### src/rtl/vga_timing_pkg.sv
// rtl/vga_timing_pkg.sv - 640x480@60 timing constants and RGB565 colours shared by the display path
package vga_timing_pkg;

    // Horizontal timing, in pixel clocks
    localparam int H_SYNC  = 96;
    localparam int H_BACK  = 48;
    localparam int H_VALID = 640;
    localparam int H_FRONT = 16;

    // Vertical timing, in lines
    localparam int V_SYNC  = 2;
    localparam int V_BACK  = 33;
    localparam int V_VALID = 480;
    localparam int V_FRONT = 10;

    // Derived frame geometry
    localparam int H_TOTAL = H_SYNC + H_BACK + H_VALID + H_FRONT;
    localparam int V_TOTAL = V_SYNC + V_BACK + V_VALID + V_FRONT;
    localparam int H_ACT0  = H_SYNC + H_BACK;
    localparam int V_ACT0  = V_SYNC + V_BACK;

    // RGB565 colours used by the screen generators
    localparam logic [15:0] GREEN  = 16'h07E0;
    localparam logic [15:0] WHITE  = 16'hFFFF;
    localparam logic [15:0] YELLOW = 16'hFFE0;
    localparam logic [15:0] BLACK  = 16'h0000;

endpackage

### src/rtl/vga_ctrl.sv
// rtl/vga_ctrl.sv - VGA timing generator with registered RGB565 pixel sink
module vga_ctrl #(
    parameter int H_SYNC  = vga_timing_pkg::H_SYNC,
    parameter int H_BACK  = vga_timing_pkg::H_BACK,
    parameter int H_VALID = vga_timing_pkg::H_VALID,
    parameter int H_FRONT = vga_timing_pkg::H_FRONT,
    parameter int V_SYNC  = vga_timing_pkg::V_SYNC,
    parameter int V_BACK  = vga_timing_pkg::V_BACK,
    parameter int V_VALID = vga_timing_pkg::V_VALID,
    parameter int V_FRONT = vga_timing_pkg::V_FRONT
) (
    input  logic        vga_clk,
    input  logic        sys_rst_n,
    input  logic [15:0] pix_data,
    output logic [9:0]  pix_x,
    output logic [9:0]  pix_y,
    output logic        hsync,
    output logic        vsync,
    output logic [15:0] rgb,
    output logic        rgb_valid,
    output logic        frame_start
);

    // Last counter values before wrap
    localparam logic [9:0] H_LAST = 10'(H_SYNC + H_BACK + H_VALID + H_FRONT - 1);
    localparam logic [9:0] V_LAST = 10'(V_SYNC + V_BACK + V_VALID + V_FRONT - 1);

    // Request window is shifted one clock earlier than the visible window so the
    // registered rgb lines up with the sync levels of the pixel it belongs to
    localparam logic [9:0] REQ_H0 = 10'(H_SYNC + H_BACK - 1);
    localparam logic [9:0] REQ_H1 = 10'(H_SYNC + H_BACK + H_VALID - 2);
    localparam logic [9:0] REQ_V0 = 10'(V_SYNC + V_BACK);
    localparam logic [9:0] REQ_V1 = 10'(V_SYNC + V_BACK + V_VALID - 1);
    localparam logic [9:0] HS_END = 10'(H_SYNC);
    localparam logic [9:0] VS_END = 10'(V_SYNC);

    logic [9:0]  cnt_h_q, cnt_h_d;
    logic [9:0]  cnt_v_q, cnt_v_d;
    logic [15:0] rgb_q, rgb_d;
    logic        rgb_valid_q, rgb_valid_d;
    logic        frame_start_q, frame_start_d;
    logic        h_wrap;
    logic        pix_req;

    // Counter advance, pixel request decode and output-register next state
    always_comb begin
        h_wrap        = (cnt_h_q == H_LAST);
        cnt_h_d       = h_wrap ? 10'd0 : cnt_h_q + 10'd1;
        cnt_v_d       = cnt_v_q;
        if (h_wrap) begin
            cnt_v_d = (cnt_v_q == V_LAST) ? 10'd0 : cnt_v_q + 10'd1;
        end
        frame_start_d = h_wrap && (cnt_v_q == V_LAST);

        pix_req = (cnt_h_q >= REQ_H0) && (cnt_h_q <= REQ_H1) &&
                  (cnt_v_q >= REQ_V0) && (cnt_v_q <= REQ_V1);
        pix_x   = 10'h3FF;
        pix_y   = 10'h3FF;
        if (pix_req) begin
            pix_x = cnt_h_q - REQ_H0;
            pix_y = cnt_v_q - REQ_V0;
        end

        // Blank rgb outside the window regardless of what the generator drives
        rgb_d       = pix_req ? pix_data : 16'h0000;
        rgb_valid_d = pix_req;
    end

    // State registers, cleared asynchronously so a mid-frame reset discards the frame
    always_ff @(posedge vga_clk or negedge sys_rst_n) begin
        if (!sys_rst_n) begin
            cnt_h_q       <= 10'd0;
            cnt_v_q       <= 10'd0;
            rgb_q         <= 16'h0000;
            rgb_valid_q   <= 1'b0;
            frame_start_q <= 1'b0;
        end else begin
            cnt_h_q       <= cnt_h_d;
            cnt_v_q       <= cnt_v_d;
            rgb_q         <= rgb_d;
            rgb_valid_q   <= rgb_valid_d;
            frame_start_q <= frame_start_d;
        end
    end

    assign hsync       = (cnt_h_q < HS_END);
    assign vsync       = (cnt_v_q < VS_END);
    assign rgb         = rgb_q;
    assign rgb_valid   = rgb_valid_q;
    assign frame_start = frame_start_q;

endmodule

### config.mk
export PLATFORM = sky130hd
export DESIGN_NAME = vga_ctrl
export DESIGN_NICKNAME = d
export VERILOG_FILES = /design/src/rtl/vga_timing_pkg.sv /design/src/rtl/vga_ctrl.sv
export SDC_FILE = /design/constraint.sdc
export NUM_CORES = 1
export LEC_CHECK = 0
export BUFFER_PORTS_ARGS = -buffer_cell sky130_fd_sc_hd__buf_2
export CAP_MARGIN = 20
export CORE_AREA = 2 2 93 95
export CTS_BUF_LIST = sky130_fd_sc_hd__clkbuf_2 sky130_fd_sc_hd__clkbuf_4 sky130_fd_sc_hd__clkbuf_8
export DETAILED_ROUTE_END_ITERATION = 8
export DIE_AREA = 0 0 95 97
export HOLD_SLACK_MARGIN = 0.08
export PLACE_DENSITY_LB_ADDON = 0.12
export SLEW_MARGIN = 20
export SYNTH_ARGS = -nofsm -noshare
export SYNTH_HDL_FRONTEND = slang
export SYNTH_SLANG_ARGS = --single-unit
### constraint.sdc
create_clock -name vga_clk -period 2.97 [get_ports vga_clk]
set_input_delay 0 -clock vga_clk [delete_from_list [all_inputs] [get_ports vga_clk]]
set_output_delay 0 -clock vga_clk [all_outputs]
set_load 0.02 [all_outputs]
=== After elaboration in Yosys (flattened, before gate mapping) ===
Index checks and enable logic that the tools add are counted.

* Output and inout bits: 40
* Flip-flop bits (word level): 38

* Mux-type cells: 5
* Reduce and logical (&&, ||, !) cells: 4
* Eq/ne operators: 2
* $lt $le $gt $ge: 6
* Add/subtract/negate cells: 4

{| class="wikitable"
|+ Operator list
! operator !! count
|-
| 2-to-1 mux 10 bit || 4
|-
| adder 10 x 1 -> 10 bit (second input constant) || 2
|-
| equality test 10 bit (second input constant) || 2
|-
| <= comparator 10 bit (second input constant) || 2
|-
| 2-to-1 mux 16 bit || 1
|-
| >= comparator 10 x 6 -> 1 bit (second input constant) || 1
|-
| >= comparator 10 x 8 -> 1 bit (second input constant) || 1
|-
| < comparator 10 x 2 -> 1 bit (second input constant) || 1
|-
| < comparator 10 x 7 -> 1 bit (second input constant) || 1
|-
| subtractor 10 x 6 -> 10 bit (second input constant) || 1
|-
| subtractor 10 x 8 -> 10 bit (second input constant) || 1
|-
| logical AND 1 bit || 4
|}

=== Longest topological paths before layout ===
* Depth in word-level cells: 5
* Gate-level depth with buffers: 7
* Depth with buffers taken out: 6

=== Least setup slack after synthesis ===
No wires, ideal clock.

* Path kind: reg2out
* Start point: register cnt_h_q[4]
* End point: output port pix_x[7]
* Data arrival time: 2109 ps
* Slack: 861 ps
* Required time: 2970 ps
* Stages on the path, launching flop included: 7
* Cell sequence: dfrtp_1 > buf_2 > or3_4 > o311a_1 > a2111oi_4 > buf_6 > o21ai_0

* Longest elaborated chain between the ends: 5
* Elaborated cells between the ends (all ways): 7
* Classes of those cells: add/sub (1); order compare (2); mux (1); reduce/logical (3)

{| class="wikitable"
|+ RTL lines
! element !! line !! source
|-
| start: declaration || vga_ctrl.sv:37 || <nowiki>logic [9:0] cnt_h_q, cnt_h_d;</nowiki>
|-
| start signal: assignment || vga_ctrl.sv:78 || <nowiki>cnt_h_q <= cnt_h_d;</nowiki>
|-
| >= comparator 10 x 8 -> 1 bit or <= comparator 10 bit (tied branches) || vga_ctrl.sv:55 || <nowiki>pix_req = (cnt_h_q >= REQ_H0) && (cnt_h_q <= REQ_H1) &&</nowiki>
|-
| logical AND 1 bit (2 in a row) || vga_ctrl.sv:55 ||
|-
| logical AND 1 bit || vga_ctrl.sv:56 || <nowiki>(cnt_v_q >= REQ_V0) && (cnt_v_q <= REQ_V1);</nowiki>
|-
| 2-to-1 mux 10 bit * || vga_ctrl.sv:59 || <nowiki>if (pix_req) begin</nowiki>
|-
| end: declaration || vga_ctrl.sv:15 || <nowiki>output logic [9:0] pix_x,</nowiki>
|}

Mark *: on every way between the ends. The rest lies on a longest branch, timed or not.

=== Worst setup path after layout ===
* Start point: register cnt_h_q[5]
* End point: output port pix_x[6]

Same word-level chain as after synthesis.

==> flow_summary.yaml <==
outcome:
  status: "finished, final reports clean"
die:
  core_area_mm2: 0.00813
  die_area_mm2: 0.00922
  design.portCount: 58
  rows: 33
  die_h_um: 97
  die_width_um: 95
  initial_utilization: 0.248
clocking:
  holdBufCountCts: 17
  cts_buffer_depth: 2
  cts_resized: 0
  root_buffer: "clkbuf_8"
  clk-insertion-delay-late_ns: 0.29
  clock_sinks: 38
  path_clk_slew_ns: 0.08
  postCtsSetupBuffers: 0
  cts-buffers-inserted: 5
  cts_htree_levels: 2
  cts_tree: "done"
critical_path:
  r2r-end: "rgb[2]$_DFF_PN0_"
  critPathLaunchType: "flop"
  crit_chain: "or3_4 -> o311a_1 -> a2111oi_4 -> buf_4 -> o211ai_1 -> buf_2"
  r2r_start: "cnt_h_q[5]$_DFF_PN0_"
  cp.required_ns: 2.97
  cp.arrival_ns: 2.63
  crit_path_end: "pix_x[6]"
  critPathTopFamily: "compound AO/OA/AOI/OAI gates"
  crit_path_start: "cnt_h_q[5]$_DFF_PN0_"
  worst_setup_path_end_kind: "output port"
  critPathBufInv: 2
  slowest_delay_ns: 0.51
  path_depth: 6
  r2r_cells: 5
  worstSetupPathType: "flop to output port"
  worst_path_max_delay_cell: "dfrtp_1"
  worstPathMaxFanout: 27
  regToRegSetupSlack_ns: 0.71
logic_synthesis:
  netlist_area_mm2: 0.00202
  synth-edff-count: 0
  synth.distinct_cells: 40
  synth-seq-cells: 38
  synth_xor_area_frac: 0.0825
  synth.top_cells.by_area: "dfrtp_1 47%, xnor2_1 6.5%, and2_1 5.6%"
  synthTopCellsByCount: "38 x dfrtp_1, 19 x nand2_1, 18 x and2_1, 15 x xnor2_1, 12 x clkbuf_1"
  syn_nets: 230
  yosys_most_used_dff: "dfrtp_1"
  synth_top_cell_by_area: "dfrtp_1"
  ys_warn_count: 0
  synthArstFlopShare: 1.00
  yosysMostFrequentCell: "dfrtp_1"
  synth_compound_area_frac: 0.115
  synthAdderAreaFrac: 0.0310
  synthDominantCellAreaShare: 0.471
  synthSimpleGateAreaFrac: 0.240
  syn_inst: 207
  ys_seq_area_frac: 0.471
  synth_top_family_by_area: "simple AND/OR/NAND/NOR gates"
  avgSynthCellArea_um2: 9.75
  synth.area.mux_share: 0.00558
timing:
  tns_ns: 0
  setup_violations: 0
  worstMarginPinSlew_ns: 0.879
  min_period_ns: 2.63
  fmax_ghz: 0.380
  relSlewSlack: 0.414
  holdWs_ns: 0.360
  fin_crit_sh: 0.885
  rsz0062_at_grt: "false"
  finalHoldViolCount: 0
  fin_skew_ns: 0.00417
  maxSlewViolCount: 0
global_route:
  grtUsageTotal: 0.118
  antenna_found_initial: 0
  grt_pass1_vias: 1697
  grt-ovfl-total: 0
  grt_max_degree: 39
  grt_pass1_wl_um: 8490
power_and_ir_drop:
  p_switching_w: 0.000214
  p_per_area_mw_per_mm2: 406
  pwr-share-comb: 0.034
  clock_power_share: 0.492
  p_leak_nw: 1.22
  max-vdd-ir-drop_uv: 171
  switching_share: 0.197
  power.internal_w: 0.000876
  power_frac_seq: 0.474
run:
  maxCapViolCount: 0
placed_design:
  numPortBuffers: 57
  place_hpwl_um: 3490
  gp_congestion: 0.713
drt:
  drt-initial-drc-count: 65
  avgViaCountPerCell: 4.51
  first_pass_iters: 6
  drt_wl_total_um: 5140
  wl_per_cell_um: 13.5
  drc: 0
  dr_total_vias: 1717
  postRouteAntennaNets: 0
cells_and_area:
  drive_gt1_frac: 0.261
  nets: 298
  antenna_cells: 0
  area_delta_synth_final_pct: 33.2
hold_path:
  hp-class: "primary input to asynchronous set/reset pin"
[layout make-up]
class / instances / area [um2]
Clock buffer: 5 / 68.8
Clock inverter: 3 / 68.8
Fill cell: 866 / 5450
Inverter: 7 / 26.3
Multi-Input combinational cell: 145 / 956
Sequential cell: 38 / 951
Tap cell: 105 / 131
Timing Repair Buffer: 78 / 485
[layer usage]
metal  up-vias  routed length (um)  global-route usage
met2        43                2490               0.190
met1       824                2400               0.154
met4         0                  60              0.0334
met3         4                 199              0.0319
li1        846                   -                   -
met5         -                   0                   0
[layout by cell type (no fill, tap or decap), types with 4 or more instances in the layout]
cell	synthesis	layout
nor2_1	7	7
buf_4	1	4
ha_1	5	5
a21oi_1	4	4
nand2_1	19	19
xor2_1	4	4
dlygate4sd3_1	0	17
or3_1	5	5
o21ai_0	11	11
and2_1	18	18
inv_1	7	7
nor3_1	8	8
dfrtp_1	38	38
nand4_1	6	6
a31oi_1	4	4
xnor2_1	15	15
clkbuf_8	0	5
nand3_1	10	10
buf_2	2	57
[power groups by stage]
stage	clock network (W)	registers, W	logic [W]
final	0.000536	0.000517	0.0000372
after global routing	0.000583	0.000517	0.0000427
after CTS	0.000558	0.000517	0.0000389
after detailed placement	0	0.000527	0.0000218
after global placement	0	0.000527	0.0000221
after floorplan	0	0.000527	0.000000157
[sequential cells by signal (all words and copies together), names as in the netlist]
register,cells
rgb_valid,1
cnt_h_q,10
rgb,16
frame_start,1
cnt_v_q,10
[metrics by stage]
step / setup WS (ns) / cells / utilization / power, W / cell area, um2
after floorplan: 0.861 / 207 / - / 0.000527 / 2020
after global placement: 0.698 / 356 / 0.293 / 0.000549 / 2380
after detailed placement: 0.637 / 356 / 0.293 / 0.000549 / 2380
after CTS: 0.295 / 381 / 0.330 / 0.00111 / 2690
after global routing: 0.179 / 381 / 0.330 / 0.00114 / 2690
final: 0.340 / 381 / 0.330 / 0.00109 / 2690
[worst register-to-register path: cells and delay by family, from the launching register on]
| family | cells | cell delay [ns] |
|---|---|---|
| compound gates | 2 | 0.75 |
| buf+inv | 1 | 0.32 |
| flops | 1 | 0.51 |
| simple gates | 2 | 0.63 |
[worst min-delay path by stage]
stage                     startpoint              endpoint  slack [ns]
final                      sys_rst_n     rgb[13]$_DFF_PN0_        0.36
after global routing       sys_rst_n     rgb[14]$_DFF_PN0_        0.44
after CTS                  sys_rst_n     rgb[13]$_DFF_PN0_        0.40
after detailed placement   sys_rst_n     rgb[12]$_DFF_PN0_        0.19
after global placement     sys_rst_n     rgb[12]$_DFF_PN0_        0.20
after floorplan            sys_rst_n  cnt_h_q[0]$_DFF_PN0_       -0.30
[cell families after synthesis]
kind of cell | Yosys count
simple gates | 88
flops | 38
compound gates | 32
buf+inv | 24
xor+xnor | 19
fa+ha+maj | 5
mux | 1
Note: power is estimated with default switching activity, not from simulation.
